<file path="config.mk">
export PLATFORM = sky130hd
export DESIGN_NAME = jump_resolve_unit
export DESIGN_NICKNAME = d
export VERILOG_FILES = /design/src/rtl/jmp_pkg.sv /design/src/rtl/branch_queue.sv /design/src/rtl/jump_resolve_unit.sv
export SDC_FILE = /design/constraint.sdc
export NUM_CORES = 1
export LEC_CHECK = 0
export ABC_CLOCK_PERIOD_IN_PS = 4050
export CORE_ASPECT_RATIO = 1.5
export CORE_UTILIZATION = 40
export DETAILED_ROUTE_END_ITERATION = 6
export DONT_BUFFER_PORTS = 1
export PLACE_DENSITY_LB_ADDON = 0.12
export SLEW_MARGIN = 20
export SYNTH_ARGS = -nofsm -noshare
export SYNTH_HDL_FRONTEND = slang
export SYNTH_SLANG_ARGS = --single-unit
</file>
<file path="constraint.sdc">
create_clock -name clock -period 4.05 [get_ports clock]
set_input_delay 0.81 -clock clock [delete_from_list [all_inputs] [get_ports clock]]
set_output_delay 0.81 -clock clock [all_outputs]
set_load 0.005 [all_outputs]
</file>
<file path="src/rtl/jmp_pkg.sv">
// jmp_pkg
// Shared definitions for the jump/branch resolve slice:
//   - funct3 encodings for JAL/JALR and the six conditional branches
//   - control part of a branch-queue entry (valid, type, prediction)
//   - helpers classifying jump codes and evaluating branch outcome
// No ports (package).
package jmp_pkg;

  localparam logic [2:0] F3_BEQ  = 3'b000;
  localparam logic [2:0] F3_BNE  = 3'b001;
  localparam logic [2:0] F3_JAL  = 3'b010;
  localparam logic [2:0] F3_JALR = 3'b011;
  localparam logic [2:0] F3_BLT  = 3'b100;
  localparam logic [2:0] F3_BGE  = 3'b101;
  localparam logic [2:0] F3_BLTU = 3'b110;
  localparam logic [2:0] F3_BGEU = 3'b111;

  // Width of a register index (rd / rs fields).
  localparam int REG_IDX_W = 5;

  // Control fields of one queued conditional branch. The address fields
  // (target, fall-through) depend on XLEN and live in the queue itself.
  typedef struct packed {
    logic       valid;
    logic [2:0] br_type;
    logic       pred;
  } br_ctrl_t;

  // True for the two unconditional jump encodings.
  function automatic logic is_jump_code(input logic [2:0] f3);
    return (f3 == F3_JAL) || (f3 == F3_JALR);
  endfunction

  // Branch outcome from the ALU flags. alu_lt already carries the signed
  // or unsigned comparison matching the branch type. Jump codes never
  // reach the queue as valid entries, so they evaluate as not taken.
  function automatic logic br_taken(input logic [2:0] f3,
                                    input logic       zero,
                                    input logic       lt);
    logic taken_v;
    case (f3)
      F3_BEQ:  taken_v = zero;
      F3_BNE:  taken_v = ~zero;
      F3_BLT:  taken_v = lt;
      F3_BLTU: taken_v = lt;
      F3_BGE:  taken_v = ~lt;
      F3_BGEU: taken_v = ~lt;
      default: taken_v = 1'b0;
    endcase
    return taken_v;
  endfunction

endpackage

</file>
<file path="src/rtl/branch_queue.sv">
// branch_queue
// Shift register carrying decoded conditional branches from decode to the
// cycle in which their ALU flags are valid. Entry 0 is written from decode
// every clock; entries move one step toward index DEPTH-1 each clock; only
// entry DEPTH-1 (the oldest) is presented for resolution.
// Ports:
//   clock, reset      clock and synchronous active-high reset
//   flush             clear every valid bit on this clock (mispredict)
//   enq_ctrl/tgt/ft   decode-stage entry (valid already qualified)
//   old_ctrl/tgt/ft   oldest entry, evaluated by the top level
//   any_valid         at least one queued entry is valid
module branch_queue
  import jmp_pkg::*;
#(
  parameter int DEPTH = 2,
  parameter int XLEN  = 32
) (
  input  logic            clock,
  input  logic            reset,
  input  logic            flush,
  input  br_ctrl_t        enq_ctrl,
  input  logic [XLEN-1:0] enq_tgt,
  input  logic [XLEN-1:0] enq_ft,
  output br_ctrl_t        old_ctrl,
  output logic [XLEN-1:0] old_tgt,
  output logic [XLEN-1:0] old_ft,
  output logic            any_valid
);

  br_ctrl_t        ctrl_r [DEPTH];
  logic [XLEN-1:0] tgt_r  [DEPTH];
  logic [XLEN-1:0] ft_r   [DEPTH];
  logic            any_valid_s;

  // Queue storage: load entry 0, shift the rest, drop all valids on flush.
  always_ff @(posedge clock) begin
    if (reset) begin
      for (int i = 0; i < DEPTH; i++) begin
        ctrl_r[i] <= '{valid: 1'b0, br_type: 3'b000, pred: 1'b0};
        tgt_r[i]  <= {XLEN{1'b0}};
        ft_r[i]   <= {XLEN{1'b0}};
      end
    end else begin
      ctrl_r[0] <= enq_ctrl;
      tgt_r[0]  <= enq_tgt;
      ft_r[0]   <= enq_ft;
      for (int i = 1; i < DEPTH; i++) begin
        ctrl_r[i] <= ctrl_r[i-1];
        tgt_r[i]  <= tgt_r[i-1];
        ft_r[i]   <= ft_r[i-1];
      end
      // A mispredict squashes everything younger than the resolving
      // branch; the resolving branch itself leaves the queue anyway.
      if (flush) begin
        for (int i = 0; i < DEPTH; i++) begin
          ctrl_r[i].valid <= 1'b0;
        end
      end
    end
  end

  // OR-reduce the valid bits for the jump hazard check.
  always_comb begin
    any_valid_s = 1'b0;
    for (int i = 0; i < DEPTH; i++) begin
      any_valid_s = any_valid_s | ctrl_r[i].valid;
    end
  end

  assign old_ctrl  = ctrl_r[DEPTH-1];
  assign old_tgt   = tgt_r[DEPTH-1];
  assign old_ft    = ft_r[DEPTH-1];
  assign any_valid = any_valid_s;

endmodule

</file>
<file path="src/rtl/jump_resolve_unit.sv">
// jump_resolve_unit
// Resolves JAL/JALR in decode and conditional branches RESOLVE_DEPTH cycles
// later when the ALU flags arrive. Optional static prediction redirects
// backward branches at decode; a wrong guess (in either direction) is
// repaired at resolve time and younger queued branches are squashed.
// Ports:
//   clock, reset                 clock, synchronous active-high reset
//   stall_in                     decode entry is enqueued as a bubble
//   new_jmp, jmp_type, jal_rs    decode jump/branch info (funct3, JALR rs1)
//   bus_j, imm, pc               jump base, signed offset, decode PC
//   prev_rd                      in-flight rd indices, entry 0 youngest
//   alu_zero, alu_lt             ALU flags for the oldest queued branch
//   new_pc, ctrl_fetch           combinational fetch redirect
//   flush_branch, flush_jal      registered: a redirect happened last cycle
//   halt                         combinational stall request
//   branch_cnt, mispredict_cnt   saturating statistics
module jump_resolve_unit
  import jmp_pkg::*;
#(
  parameter int XLEN          = 32,
  parameter int RESOLVE_DEPTH = 2,
  parameter int HAZ_DEPTH     = 2,
  parameter int PC_OFFSET     = 8,
  parameter bit PREDICT       = 1'b0,
  parameter int CNT_W         = 16
) (
  input  logic                           clock,
  input  logic                           reset,
  input  logic                           stall_in,
  input  logic                           new_jmp,
  input  logic [2:0]                     jmp_type,
  input  logic [REG_IDX_W-1:0]           jal_rs,
  input  logic [XLEN-1:0]                bus_j,
  input  logic [XLEN-1:0]                imm,
  input  logic [XLEN-1:0]                pc,
  input  logic [REG_IDX_W*HAZ_DEPTH-1:0] prev_rd,
  input  logic                           alu_zero,
  input  logic                           alu_lt,
  output logic [XLEN-1:0]                new_pc,
  output logic                           ctrl_fetch,
  output logic                           flush_branch,
  output logic                           flush_jal,
  output logic                           halt,
  output logic [CNT_W-1:0]               branch_cnt,
  output logic [CNT_W-1:0]               mispredict_cnt
);

  localparam logic [XLEN-1:0]  PC_OFF_V    = XLEN'(PC_OFFSET);
  localparam logic [XLEN-1:0]  INSN_STEP_V = XLEN'(32'd4);
  localparam logic [CNT_W-1:0] CNT_MAX     = {CNT_W{1'b1}};
  localparam logic [CNT_W-1:0] CNT_ONE     = CNT_W'(1'b1);

  // Decode-side signals
  logic            jal_dec_s;
  logic            is_br_s;
  logic [XLEN-1:0] pc_base_s;
  logic [XLEN-1:0] br_tgt_s;
  logic [XLEN-1:0] br_ft_s;
  logic [XLEN-1:0] jal_tgt_s;
  logic            pred_s;
  br_ctrl_t        enq_ctrl_s;

  // Resolve-side signals
  br_ctrl_t        old_ctrl_s;
  logic [XLEN-1:0] old_tgt_s;
  logic [XLEN-1:0] old_ft_s;
  logic            any_valid_s;
  logic            taken_s;
  logic            mispredict_s;
  logic            resolve_redirect_s;

  // Hazard and redirect selection
  logic            rd_hit_s;
  logic            halt_s;
  logic            jal_redirect_s;
  logic            pred_redirect_s;
  logic            ctrl_fetch_s;
  logic [XLEN-1:0] new_pc_s;

  // Registered state
  logic             flush_branch_r;
  logic             flush_jal_r;
  logic [CNT_W-1:0] branch_cnt_r;
  logic [CNT_W-1:0] mispredict_cnt_r;

  // ---------------------------------------------------------------------
  // Decode: classify and compute the candidate addresses. The decode PC
  // runs PC_OFFSET ahead of the instruction, so both the branch target
  // and the fall-through are rebased onto the instruction address.
  // ---------------------------------------------------------------------
  assign jal_dec_s = new_jmp & is_jump_code(jmp_type);
  assign is_br_s   = new_jmp & ~jal_dec_s;
  assign pc_base_s = pc - PC_OFF_V;
  assign br_tgt_s  = imm + pc_base_s;
  assign br_ft_s   = pc_base_s + INSN_STEP_V;
  assign jal_tgt_s = imm + bus_j;

  // Static backward-taken: a negative offset is guessed taken.
  assign pred_s = PREDICT & imm[XLEN-1];

  // The decode branch is dropped when stalled or when an older branch
  // is redirecting fetch this very cycle.
  assign enq_ctrl_s = '{valid:   is_br_s & ~stall_in & ~resolve_redirect_s,
                        br_type: jmp_type,
                        pred:    pred_s};

  branch_queue #(
    .DEPTH (RESOLVE_DEPTH),
    .XLEN  (XLEN)
  ) u_branch_queue (
    .clock     (clock),
    .reset     (reset),
    .flush     (resolve_redirect_s),
    .enq_ctrl  (enq_ctrl_s),
    .enq_tgt   (br_tgt_s),
    .enq_ft    (br_ft_s),
    .old_ctrl  (old_ctrl_s),
    .old_tgt   (old_tgt_s),
    .old_ft    (old_ft_s),
    .any_valid (any_valid_s)
  );

  // ---------------------------------------------------------------------
  // Resolve: only the oldest entry sees valid ALU flags.
  // ---------------------------------------------------------------------
  assign taken_s            = br_taken(old_ctrl_s.br_type, alu_zero, alu_lt);
  assign mispredict_s       = old_ctrl_s.valid & (taken_s != old_ctrl_s.pred);
  assign resolve_redirect_s = mispredict_s;

  // JALR source register matched against every in-flight destination.
  always_comb begin
    rd_hit_s = 1'b0;
    for (int i = 0; i < HAZ_DEPTH; i++) begin
      if (prev_rd[i*REG_IDX_W +: REG_IDX_W] == jal_rs) begin
        rd_hit_s = 1'b1;
      end else begin
        rd_hit_s = rd_hit_s;
      end
    end
  end

  // A jump waits while any unresolved branch could still redirect ahead
  // of it, or while its JALR base register is still being produced
  // (x0 is hard-wired and never a hazard).
  assign halt_s = jal_dec_s &
                  (any_valid_s |
                   ((jmp_type == F3_JALR) & (jal_rs != 5'd0) & rd_hit_s));

  assign jal_redirect_s  = jal_dec_s & ~halt_s & ~resolve_redirect_s;
  assign pred_redirect_s = is_br_s & pred_s & ~stall_in & ~resolve_redirect_s;

  // Redirect priority: resolve > jump > predicted-taken > none.
  always_comb begin
    ctrl_fetch_s = 1'b0;
    new_pc_s     = {XLEN{1'b0}};
    if (resolve_redirect_s) begin
      ctrl_fetch_s = 1'b1;
      new_pc_s     = taken_s ? old_tgt_s : old_ft_s;
    end else if (jal_redirect_s) begin
      ctrl_fetch_s = 1'b1;
      new_pc_s     = jal_tgt_s;
    end else if (pred_redirect_s) begin
      ctrl_fetch_s = 1'b1;
      new_pc_s     = br_tgt_s;
    end else begin
      ctrl_fetch_s = 1'b0;
      new_pc_s     = {XLEN{1'b0}};
    end
  end

  // Flush flags tell the downstream stages a redirect happened last cycle.
  always_ff @(posedge clock) begin
    if (reset) begin
      flush_branch_r <= 1'b0;
      flush_jal_r    <= 1'b0;
    end else begin
      flush_branch_r <= resolve_redirect_s | pred_redirect_s;
      flush_jal_r    <= jal_redirect_s;
    end
  end

  // Saturating branch and mispredict statistics.
  always_ff @(posedge clock) begin
    if (reset) begin
      branch_cnt_r     <= {CNT_W{1'b0}};
      mispredict_cnt_r <= {CNT_W{1'b0}};
    end else begin
      if (old_ctrl_s.valid && (branch_cnt_r != CNT_MAX)) begin
        branch_cnt_r <= branch_cnt_r + CNT_ONE;
      end
      if (mispredict_s && (mispredict_cnt_r != CNT_MAX)) begin
        mispredict_cnt_r <= mispredict_cnt_r + CNT_ONE;
      end
    end
  end

  assign new_pc         = new_pc_s;
  assign ctrl_fetch     = ctrl_fetch_s;
  assign halt           = halt_s;
  assign flush_branch   = flush_branch_r;
  assign flush_jal      = flush_jal_r;
  assign branch_cnt     = branch_cnt_r;
  assign mispredict_cnt = mispredict_cnt_r;

endmodule

</file>
==> run summary <==
status = finished, final reports clean
Initial DRT Pass Iterations = 4
ys flop type = dfxtp_1
Nets = 1162
Multi-input gate area = 5290 µm²
Site Rows = 61
die height = 171 µm
RR Endpoint = branch_cnt[15]
initial antenna violation count = 1
hpwl dp = 16800 µm
vias in the first global route = 6481
Reg2Reg Setup Slack = 1.61 ns
slew of the pin with the lowest slew margin = 0.613 ns
Hold Crit Class = reg2reg
Die Wd = 115 µm
Max-slew headroom = 0.588
R2R cell count = 9
CP Max Fanout = 4
core footprint = 18600 µm²
CTS tree = yes
Detailed Route WL = 20600 µm
layout cells sized above 1 = 0.126
RSZ-0062 raised after global routing = true
Detail Route Antenna Nets = 0
pins over their slew limit = 0
pin count of the biggest net entering global routing = 110
met3 usage = 0.0455
Num Clock Sinks = 106
Total GRT Usage = 0.208
starting density of the core = 0.410
average cell area after synthesis = 8.28 µm²
final period utilization = 0.979
met2 usage = 0.379
Die ar. = 19700 µm²
Worst Skew = 0.00660 ns
hold_buf cts = 0
Synth Net Count = 1113
Fin Setup TNS = 0 ns
Post-synth EDFFs = 0
Root Driver = clkbuf_16
Hold Fails Final Rpt = 0
routed via count = 6539
worst-skew pair later-pin latency = 0.35 ns
WHS Endpoint = u_branch_queue.tgt_r[0][33]
# fillers = 1923
post-synthesis sequential area ratio = 0.278
Power Density = 331 nW/µm²
first-pass GRT wire length = 31900 µm
top cell type's share of synthesized area = 0.278
Iteration-0 DRC Markers = 313
Layout area overhead = 15.1%
post-DR wirelength/cell = 16.7 µm
CTS Buf Count = 9
Lkg Pwr = 3.75 nW
CTS clock-pin slew for the worst setup and hold paths = 0.07 ns
total power draw = 2.91 mW
hold_sp = u_branch_queue.tgt_r[0][1]
I/O Buffers = 0
highest clock rate = 0.252 GHz
post-layout minimum cycle time = 3.97 ns
Worst Setup End Kind = output port
DR vias/cell = 5.32
FF-to-FF Start = branch_cnt[7]
main area contributors after synthesis = dfxtp_1 (28%), ha_1 (11%), xor2_1 (6.4%), xnor2_1 (6.2%), nor2b_1 (4.3%)
gp weighted congestion = 0.879
#FFs+latches synth = 106
Synth cell types = 70
DRC violations left = 0
met1 Track Usage GR = 0.234
Synth area leader = dfxtp_1
FF/Latch Area = 2120 µm²
critical path class = in2out
Startpoint Class = input port
Max clock buf depth = 2
Synth async-reset ratio = 0
Mapped Cells = 923
I/O pin count = 188
hold depth = 1
# setup viols final = 0
worst vdd ir = 0.000196 V
Yosys warnings = 0
data arrival time of the critical path = 3.16 ns
post-synthesis cell area = 7640 µm²
Top Usage Layer GRT = met2
max-cap violation count = 0
total grt overflow = 0
htree depth = 3
WP data required = 3.24 ns
-- timing repair --
item / in CTS / in global routing
buffers inserted: 0 / 1
pin swaps: 2 / 3
resized for setup: 5 / 10
endpoints found under the setup margin: 10 / 9
-- logic make-up after synthesis --
kind of cell | count (synthesis) | share of synthesized area
AO/OA/AOI/OAI | 242 | 0.216
XOR/XNOR | 111 | 0.130
adder cells (fa/ha/maj) | 70 | 0.117
flip-flops | 106 | 0.278
AND/OR/NAND/NOR | 314 | 0.215
buffers and inverters | 75 | 0.0382
multiplexers | 5 | 0.00688
-- per-stage QoR --
stage	utilization	cell area, µm²	std cells	setup WS [ns]	hold WS, ns
2_1_floorplan	-	7640	923	0.0191	0.414
4_1_cts	0.469	8740	1228	0.00812	0.437
3_3_place_gp	0.450	8370	1212	-0.173	0.415
6_report	0.472	8790	1230	0.0832	0.438
3_5_place_dp	0.450	8370	1212	-0.210	0.420
5_1_grt	0.472	8790	1230	-0.0195	0.453
-- routing by layer --
metal	vias up	routed length, µm
met2	151	10300
met5	-	0
met1	2965	8510
met4	0	587
li1	3396	-
met3	27	1180
-- worst max-delay path, stage by stage --
cell and delay (ns):
ha_1 0.29, and3_1 0.18, a221oi_2 0.08, o21ai_1 0.27, o221ai_2 0.19, o41ai_2 0.47, buf_4 0.24, a21oi_1 0.09
o21a_1 0.17, o21ai_0 0.19, a22o_1 0.18
-- cells in the final DEF, fill, tap and decap left out, drive strengths merged, types with 3 or more instances in the layout --
cell    synthesis  final
dfxtp         106    106
nor2           84     84
buf             7     77
ha             68     68
a21oi          59     59
xor2           56     56
xnor2          55     55
nand2          55     55
nor2b          53     53
a21o           39     39
o21ai          38     38
inv            36     36
a22o           31     31
nor3           25     25
nand3          21     21
nand4          16     16
or3            16     16
clkbuf         32     13
and3           12     12
o21a           10     10
o21bai          8      8
or4             6      6
a211o           6      6
nand2b          6      6
nor4            6      6
a31oi           6      6
a211oi          5      5
o211ai          4      4
and4            4      4
o22ai           4      4
o41ai           4      4
and2            3      3
mux2i           3      3
a21boi          3      3
-- cells in the mapped netlist, drive strengths merged, types with 25 or more instances --
library cell	number
a21o	39
a21oi	59
a22o	31
clkbuf	32
dfxtp	106
ha	68
inv	36
nand2	55
nor2	84
nor2b	53
nor3	25
o21ai	38
xnor2	55
xor2	56
-- where the power goes --
| group | total (mW) | leakage (nW) | internal (mW) | switching, mW |
|---|---|---|---|---|
| sequential | 1.14 | 0.870 | 1.12 | 0.0192 |
| clock | 0.996 | 0.172 | 0.611 | 0.385 |
| combinational | 0.773 | 2.70 | 0.383 | 0.390 |
| total | 2.91 | 3.75 | 2.11 | 0.795 |
-- worst max-delay path by stage --
stage                   from                           to  slack [ns]
global placement    bus_j[1]                   new_pc[29]       -0.17
CTS                 bus_j[0]                   new_pc[30]       0.008
finish              bus_j[3]                   new_pc[29]        0.08
global route        bus_j[3]                   new_pc[29]       -0.02
detailed placement  bus_j[3]                   new_pc[29]       -0.21
floorplan              pc[5]  u_branch_queue.tgt_r[0][29]        0.02
-- sequential cells by signal, indices dropped and copies added, names as in the netlist --
register and count:
mispredict_cnt 16, flush_jal 1, u_branch_queue.tgt_r 64, flush_branch 1, u_branch_queue.ctrl_r 8, branch_cnt 16
-- final cells by class --
| class | count | area share |
|---|---|---|
| clock inverter | 3 | 0.00783 |
| clock buffer | 13 | 0.0319 |
| antenna | 1 | 0.000285 |
| multi-input combinational | 742 | 0.602 |
| sequential | 106 | 0.241 |
| tap | 252 | 0.0359 |
| inverter | 36 | 0.0154 |
| timing repair buffer | 77 | 0.0658 |
Note: power is estimated with default switching activity, not from simulation.
